`config.mk`:
```
export PLATFORM = sky130hd
export DESIGN_NAME = fp_del_fsm
export DESIGN_NICKNAME = d
export VERILOG_FILES = /design/src/rtl/fp_del_fsm.sv
export SDC_FILE = /design/constraint.sdc
export NUM_CORES = 1
export LEC_CHECK = 0
export ABC_CLOCK_PERIOD_IN_PS = 3300
export BUFFER_PORTS_ARGS = -buffer_cell sky130_fd_sc_hd__buf_2
export CORE_ASPECT_RATIO = 1.1
export CORE_UTILIZATION = 60
export DETAILED_ROUTE_END_ITERATION = 8
export PLACE_DENSITY = 0.85
export SYNTH_ARGS = -nofsm -noshare
export SYNTH_HDL_FRONTEND = slang
export SYNTH_SLANG_ARGS = --single-unit
```
`constraint.sdc`:
```
create_clock -name clk -period 3.3 [get_ports clk]
set_clock_uncertainty 0.1 [all_clocks]
set_input_delay 0.66 -clock clk [delete_from_list [all_inputs] [get_ports clk]]
set_output_delay 0.66 -clock clk [all_outputs]
set_load 0.02 [all_outputs]
```
`src/rtl/fp_del_fsm.sv`:
```
// fp_del_fsm: sequential IEEE-754 single-precision divider, res = n / x.
// A rising edge on r_i starts one division. Operands are latched, unpacked and
// divided by restoring division at one quotient bit per clock. The result is
// normalised, truncated toward zero and packed. r_o rises exactly 29 cycles
// after the start edge.
module fp_del_fsm #(
   parameter int ITER = 25
) (
   input  logic        clk,
   input  logic        rst_n,
   input  logic [31:0] n,
   input  logic [31:0] x,
   input  logic        r_i,
   output logic [31:0] res,
   output logic        r_o
);

   localparam logic [2:0] S_IDLE   = 3'd0;
   localparam logic [2:0] S_LOAD   = 3'd1;
   localparam logic [2:0] S_UNPACK = 3'd2;
   localparam logic [2:0] S_DIVIDE = 3'd3;
   localparam logic [2:0] S_NORM   = 3'd4;
   localparam logic [2:0] S_PACK   = 3'd5;
   localparam logic [2:0] S_DONE   = 3'd6;

   // Operand-pair classes, resolved in priority order
   localparam logic [1:0] C_NORMAL = 2'd0;
   localparam logic [1:0] C_NAN    = 2'd1;
   localparam logic [1:0] C_INF    = 2'd2;
   localparam logic [1:0] C_ZERO   = 2'd3;

   localparam logic [4:0] LAST_STEP = 5'(ITER - 1);

   // Classify an operand pair; denormals (exponent 0) count as zero
   function automatic logic [1:0] classify(input logic [31:0] a, input logic [31:0] b);
      logic a_nan;
      logic a_inf;
      logic a_zero;
      logic b_nan;
      logic b_inf;
      logic b_zero;
      a_nan  = (a[30:23] == 8'hFF) && (a[22:0] != 23'd0);
      a_inf  = (a[30:23] == 8'hFF) && (a[22:0] == 23'd0);
      a_zero = (a[30:23] == 8'h00);
      b_nan  = (b[30:23] == 8'hFF) && (b[22:0] != 23'd0);
      b_inf  = (b[30:23] == 8'hFF) && (b[22:0] == 23'd0);
      b_zero = (b[30:23] == 8'h00);
      if (a_nan || b_nan || (a_zero && b_zero) || (a_inf && b_inf)) begin
         classify = C_NAN;
      end else if (b_zero || a_inf) begin
         classify = C_INF;
      end else if (a_zero || b_inf) begin
         classify = C_ZERO;
      end else begin
         classify = C_NORMAL;
      end
   endfunction

   logic [2:0]        state_r;
   logic [2:0]        state_nxt_s;
   logic              r_i_d_r;
   logic              start_s;
   logic [31:0]       n_r;
   logic [31:0]       x_r;
   logic              sign_r;
   logic signed [9:0] exp_r;
   logic [1:0]        cls_r;
   logic [23:0]       mb_r;
   logic [24:0]       rem_r;
   logic [24:0]       quo_r;
   logic [4:0]        cnt_r;
   logic              rem_ge_s;
   logic [24:0]       rem_nxt_s;
   logic [31:0]       res_pack_s;
   logic [31:0]       res_r;
   logic              r_o_r;

   assign res = res_r;
   assign r_o = r_o_r;

   // Start detection and next-state selection; starts are honoured only when not busy
   always_comb begin
      start_s     = r_i & ~r_i_d_r;
      state_nxt_s = state_r;
      case (state_r)
         S_IDLE, S_DONE: begin
            if (start_s) begin
               state_nxt_s = S_LOAD;
            end else begin
               state_nxt_s = state_r;
            end
         end
         S_LOAD:   state_nxt_s = S_UNPACK;
         S_UNPACK: state_nxt_s = S_DIVIDE;
         S_DIVIDE: begin
            if (cnt_r == LAST_STEP) begin
               state_nxt_s = S_NORM;
            end else begin
               state_nxt_s = S_DIVIDE;
            end
         end
         S_NORM:   state_nxt_s = S_PACK;
         S_PACK:   state_nxt_s = S_DONE;
         default:  state_nxt_s = S_IDLE;
      endcase
   end

   // One restoring-division step: subtract the divisor when the remainder covers it
   always_comb begin
      rem_ge_s = (rem_r >= {1'b0, mb_r});
      if (rem_ge_s) begin
         rem_nxt_s = rem_r - {1'b0, mb_r};
      end else begin
         rem_nxt_s = rem_r;
      end
   end

   // Final result assembly with special-case and exponent-range overrides
   always_comb begin
      res_pack_s = 32'h0000_0000;
      case (cls_r)
         C_NAN:  res_pack_s = 32'h7FC0_0000;
         C_INF:  res_pack_s = {sign_r, 8'hFF, 23'd0};
         C_ZERO: res_pack_s = {sign_r, 31'd0};
         C_NORMAL: begin
            if (exp_r >= 10'sd255) begin
               res_pack_s = {sign_r, 8'hFF, 23'd0};
            end else if (exp_r <= 10'sd0) begin
               res_pack_s = {sign_r, 31'd0};
            end else begin
               res_pack_s = {sign_r, exp_r[7:0], quo_r[23:1]};
            end
         end
         default: res_pack_s = 32'h0000_0000;
      endcase
   end

   // State register and the registered copy of r_i used for edge detection
   always_ff @(posedge clk or negedge rst_n) begin
      if (!rst_n) begin
         state_r <= S_IDLE;
         r_i_d_r <= 1'b0;
      end else begin
         state_r <= state_nxt_s;
         r_i_d_r <= r_i;
      end
   end

   // Datapath: operand latch, unpack, iterative divide, normalise and pack
   always_ff @(posedge clk or negedge rst_n) begin
      if (!rst_n) begin
         n_r    <= 32'd0;
         x_r    <= 32'd0;
         sign_r <= 1'b0;
         exp_r  <= 10'sd0;
         cls_r  <= C_NORMAL;
         mb_r   <= 24'd0;
         rem_r  <= 25'd0;
         quo_r  <= 25'd0;
         cnt_r  <= 5'd0;
         res_r  <= 32'd0;
         r_o_r  <= 1'b0;
      end else begin
         case (state_r)
            S_LOAD: begin
               n_r   <= n;
               x_r   <= x;
               r_o_r <= 1'b0;
            end
            S_UNPACK: begin
               sign_r <= n_r[31] ^ x_r[31];
               exp_r  <= $signed({2'b00, n_r[30:23]}) - $signed({2'b00, x_r[30:23]}) + 10'sd127;
               cls_r  <= classify(n_r, x_r);
               mb_r   <= {1'b1, x_r[22:0]};
               rem_r  <= {1'b0, 1'b1, n_r[22:0]};
               quo_r  <= 25'd0;
               cnt_r  <= 5'd0;
            end
            S_DIVIDE: begin
               // Remainder stays below twice the divisor, so the shift never loses a set bit
               quo_r <= {quo_r[23:0], rem_ge_s};
               rem_r <= rem_nxt_s << 1;
               cnt_r <= cnt_r + 5'd1;
            end
            S_NORM: begin
               // Quotient of two [1,2) mantissas lies in (0.5,2): at most one left shift
               if (!quo_r[24]) begin
                  quo_r <= quo_r << 1;
                  exp_r <= exp_r - 10'sd1;
               end else begin
                  quo_r <= quo_r;
                  exp_r <= exp_r;
               end
            end
            S_PACK: begin
               res_r <= res_pack_s;
               r_o_r <= 1'b1;
            end
            default: begin
               res_r <= res_r;
               r_o_r <= r_o_r;
            end
         endcase
      end
   end

endmodule

```
; ---- Word-level counts from Yosys, hierarchy flattened
; Index checks and enable logic that the tools add are counted.
[word_totals]
reg_bits = 193
in_bits = 67
output_inout_bits = 33
wordCells = 82
[op_classes]
add_sub_neg = 5
order_cmp = 3
n_eq_ne = 14
mux = 17
bitwise = 3
reduce_logical = 26
[op_table]
columns = cell, count
row1 = $pmux W32 S4, 1
row2 = $pmux W25 S3, 1
row3 = $mux W31, 2
row4 = $pmux W25 S2, 1
row5 = $logic_not A23 Y1, 2
row6 = $reduce_bool A23 Y1, 2
row7 = $ge A25 B24 Y1, 1
row8 = $mux W25, 1
row9 = $mux W24, 1
row10 = $sub A24 B24 Y24, 1
row11 = $pmux W10 S2, 1
row12 = $pmux W3 S6, 1
row13 = $eq A8 B8 Y1 const B, 2
row14 = $logic_not A8 Y1, 2
row15 = $add A9 B8 Y10 const B, 1
row16 = $ge A10 B9 Y1 const B, 1
row17 = $le A10 B1 Y1 const B, 1
row18 = $mux W10, 1
row19 = $pmux W5 S2, 1
row20 = $sub A10 B2 Y10 const B, 1
row21 = $eq A3 B3 Y1 const B, 3
row22 = $sub A8 B8 Y9, 1
row23 = $eq A3 B2 Y1 const B, 2
row24 = $logic_and A1 B1 Y1, 6
row25 = other kinds (19), 31

; ---- Depth between registers and ports, before layout
[logic_depth]
word_depth = 6
ltp_mapped = 12
ltp_nobuf = 11

; ---- Least setup slack after synthesis
; Ideal clock, no wire load.
[synth_timing]
path_type = reg-to-reg
from = reg rem_r[3]
to = reg rem_r[24]
setup_time_ns = 0.139
arrival_ns = 2.306
t_required_ns = 3.061
setup_slack_ns = 0.755
path_stages_with_launch = 10
n_path_buf = 0
synth_period_minus_slack_ns = 2.545
path_cell_list = dfrtp_1 -> ha_1 -> nand3_1 -> o21bai_1 -> a2111o_1 -> a31o_4 -> nor2_1 -> mux2_2 -> o21ai_1 -> o211ai_1
[synth_between]
elab_chain_cells = 3
word_cells_on_any_way = 4
cone_classes = add/sub: 1 / order compare: 1 / mux: 2
[synth_lines]
columns = item, line_no
row1 = start: declaration, 69  ; logic [24:0] rem_r;
row2 = start signal: assignment, 175  ; rem_r <= {1'b0, 1'b1, n_r[22:0]};
row3 = start signal: assignment, 182  ; rem_r <= rem_nxt_s << 1;
row4 = $sub A24 B24 Y24 / $ge A25 B24 Y1 (equally long branches), "112, 110"
row5 = $mux W24 *, 111  ; if (rem_ge_s) begin
row6 = $pmux W25 S2 *, 164  ; case (state_r)
; Every way passes the cells marked *; elsewhere a longest branch is shown, timed or not.
; A chain may end at the register's enable or synchronous reset.

; ---- Worst setup path after layout
[layout_timing]
from = reg rem_r[3]
to = reg rem_r[20]
; Same word-level chain as after synthesis.

==> flow_metrics.env <==
export IMPL_viasPerCell=6.11
export IMPL_required_ps=3570
export IMPL_cap_violations=0
export IMPL_peakVddDrop_v=0.000571
export IMPL_drt_iter0_drc=572
export IMPL_syn_area_um2=10100
export IMPL_endpoint_kind="flip-flop"
export IMPL_syn_inst=1056
export IMPL_cp_max_fo=15
export IMPL_start_util=0.616
export IMPL_cts_sinks=193
export IMPL_holdWs_ps=130
export IMPL_synth_most_common_cell="dfrtp_1"
export IMPL_syn_nets=1162
export IMPL_synthArstFlopShare=1.00
export IMPL_grt_pass1_vias=8065
export IMPL_hold_violations=0
export IMPL_cts_buffers_inserted=17
export IMPL_worstMarginPinSlew_ps=799
export IMPL_io_pins=100
export IMPL_crit_path_cell_trace="ha_1, nand3_1, o21bai_1, a2111o_1, a31o_4, nand2_4, a211oi_4, buf_4, buf_4, o31a_1, o211ai_2"
export IMPL_fin_crit_ps=2980
export IMPL_n_antenna_cell=0
export IMPL_outcome="complete, no violations"
export IMPL_clkLatencyLatePin_ps=450
export IMPL_criticalPathCategory="reg -> reg"
export IMPL_die_area_um2=17400
export IMPL_rsz0062_at_grt="false"
export IMPL_min_period_over_period=0.902
export IMPL_ys_seq_elements=193
export IMPL_dp_hpwl_mm=16.5
export IMPL_cp_start_kind="flip-flop"
export IMPL_synth_top_area_share=0.477
export IMPL_dp_cells=1317
export IMPL_area_delta_synth_final_pct=12.3
export IMPL_hp_class="in -> async"
export IMPL_grt_overflow=0
export IMPL_finalPower_uw=13100
export IMPL_grt_max_degree=74
export IMPL_cts_tree="built"
export IMPL_cp_arrival_ps=3250
export IMPL_path_clk_slew_ps=80
export IMPL_postCtsHoldBufs=0
export IMPL_yosys_warnings=0
export IMPL_grt_pass1_wl_mm=39.6
export IMPL_drv_slew=0
export IMPL_antenna_left=0
export IMPL_finalSetupViolCount=0
export IMPL_die_w_um=126
export IMPL_ys_seq_area_frac=0.477
export IMPL_yosysTopAreaCell="dfrtp_1"
export IMPL_final_cell_count_no_fill=1349
export IMPL_final_layout_size_suffix_gt1_frac=0.195
export IMPL_synth_edf_count=0
export IMPL_antenna_found_initial=0
export IMPL_cts_setup_buffers=0
export IMPL_grt_usage=0.285
export IMPL_finalSetupTns_ps=0
export IMPL_synth_flop_cell="dfrtp_1"
export IMPL_powerDensity_nw_per_um2=1150
export IMPL_post_dp_cell_area_um2=10800
export IMPL_fmax_mhz=336
export IMPL_clk_path_buf_depth=2
export IMPL_core_rowCount=49
export IMPL_vias=8242
export IMPL_first_pass_iters=5
export IMPL_slew_headroom=0.468
export IMPL_cellLeakagePower_uw=0.00518
export IMPL_gp_congestion=0.925
export IMPL_die_h_um=138
export IMPL_synthTopCellsByArea="dfrtp_1 48%, mux2_2 6.3%, nand2_1 6.0%"
export IMPL_fin_area_um2=11400
export IMPL_wl_per_cell_um=17.5
export IMPL_final_nets=1238
export IMPL_yosys_top_cells_count="193 x dfrtp_1, 163 x nand2_1, 117 x o21ai_0"
export IMPL_port_buffers=99
export IMPL_post_route_drc_count=0
export IMPL_yosysUniqueCellTypes=73
export IMPL_critPathSlowestCell="a2111o_1"
export IMPL_postSynthAreaPerCell_um2=9.58
export IMPL_cts_root_buf="clkbuf_16"
export IMPL_drt_total_wl_mm=23.6
export IMPL_path_common_cell="buf_4"
export IMPL_cts_resized_gates=0
export IMPL_htree_num_levels=4
export IMPL_coreArea_um2=16400
export IMPL_slowest_delay_ps=450
export IMPL_fillers=1285
==> layout by cell type (no fill, tap or decap), types with 8 or more instances in the layout <==
master	count
mux2_2	57
ha_1	38
a21o_1	11
o21ai_0	117
a21oi_1	51
nand3_1	26
xor2_1	8
inv_1	52
dfrtp_1	193
a22o_1	33
nor4_1	13
nor3_1	20
a31oi_1	20
nor2_1	39
nand4_1	11
buf_2	98
buf_4	13
or3_1	16
nand2_1	163
clkbuf_16	17
xnor2_1	16
==> kinds of logic after synthesis <==
family	Yosys count	synth area share
AND/OR/NAND/NOR	330	0.150
AO/OA/AOI/OAI	298	0.189
flip-flops	193	0.477
buffers and inverters	109	0.0432
multiplexers	62	0.0689
adder cells (fa/ha/maj)	39	0.0490
XOR/XNOR	25	0.0224
==> power breakdown <==
| part | switching, uW | internal [uW] |
|---|---|---|
| Clock | 999 | 1000 |
| Combinational | 3960 | 2970 |
| Sequential | 813 | 3350 |
==> critical path: cells and delay by family, from the launching register on <==
| kind | cells | cell delay (ps) |
|---|---|---|
| buf+inv | 2 | 400 |
| simple gates | 2 | 210 |
| compound gates | 6 | 1400 |
| fa+ha+maj | 1 | 380 |
| flops | 1 | 410 |
==> metal layers <==
layer | up-vias | track usage | routed length [um]
met5 | - | 0 | 0
met4 | 0 | 0.112 | 664
met3 | 57 | 0.0565 | 1340
met2 | 300 | 0.459 | 11200
met1 | 3973 | 0.380 | 10300
li1 | 3912 | - | -
==> state kept, by name, indices dropped and copies added, names as in the netlist, 3 cells and up <==
name,flops
state_r,3
rem_r,25
mb_r,24
quo_r,25
cnt_r,5
n_r,32
exp_r,10
x_r,32
res,32
==> layout make-up <==
type | instances | area, um^2 | area share
Clock buffer | 17 | 425 | 0.0375
Clock inverter | 15 | 146 | 0.0129
Inverter | 52 | 195 | 0.0172
Multi-Input combinational cell | 754 | 4860 | 0.428
Sequential cell | 193 | 4830 | 0.425
Tap cell | 204 | 255 | 0.0225
Timing Repair Buffer | 114 | 642 | 0.0565
==> path summary, 6_finish.rpt <==
path,end,slack (ps),cells past startpoint,from
worst min register to register,mb_r[23],370,2,mb_r[23]
max in group asynchronous,n_r[25],2220,2,rst_n
worst max register to register,rem_r[20],320,11,rem_r[3]
worst min-delay path,res[5],130,1,rst_n
worst max-delay path,rem_r[20],320,11,rem_r[3]
min in group clk,r_i_d_r,260,1,r_i
==> through the flow <==
stage / setup WS [ps] / utilization
2_1_floorplan: 755 / -
3_3_place_gp: 420 / 0.656
3_5_place_dp: 363 / 0.656
4_1_cts: 342 / 0.691
5_1_grt: 196 / 0.691
6_report: 324 / 0.691
Note: power is estimated with default switching activity, not from simulation.
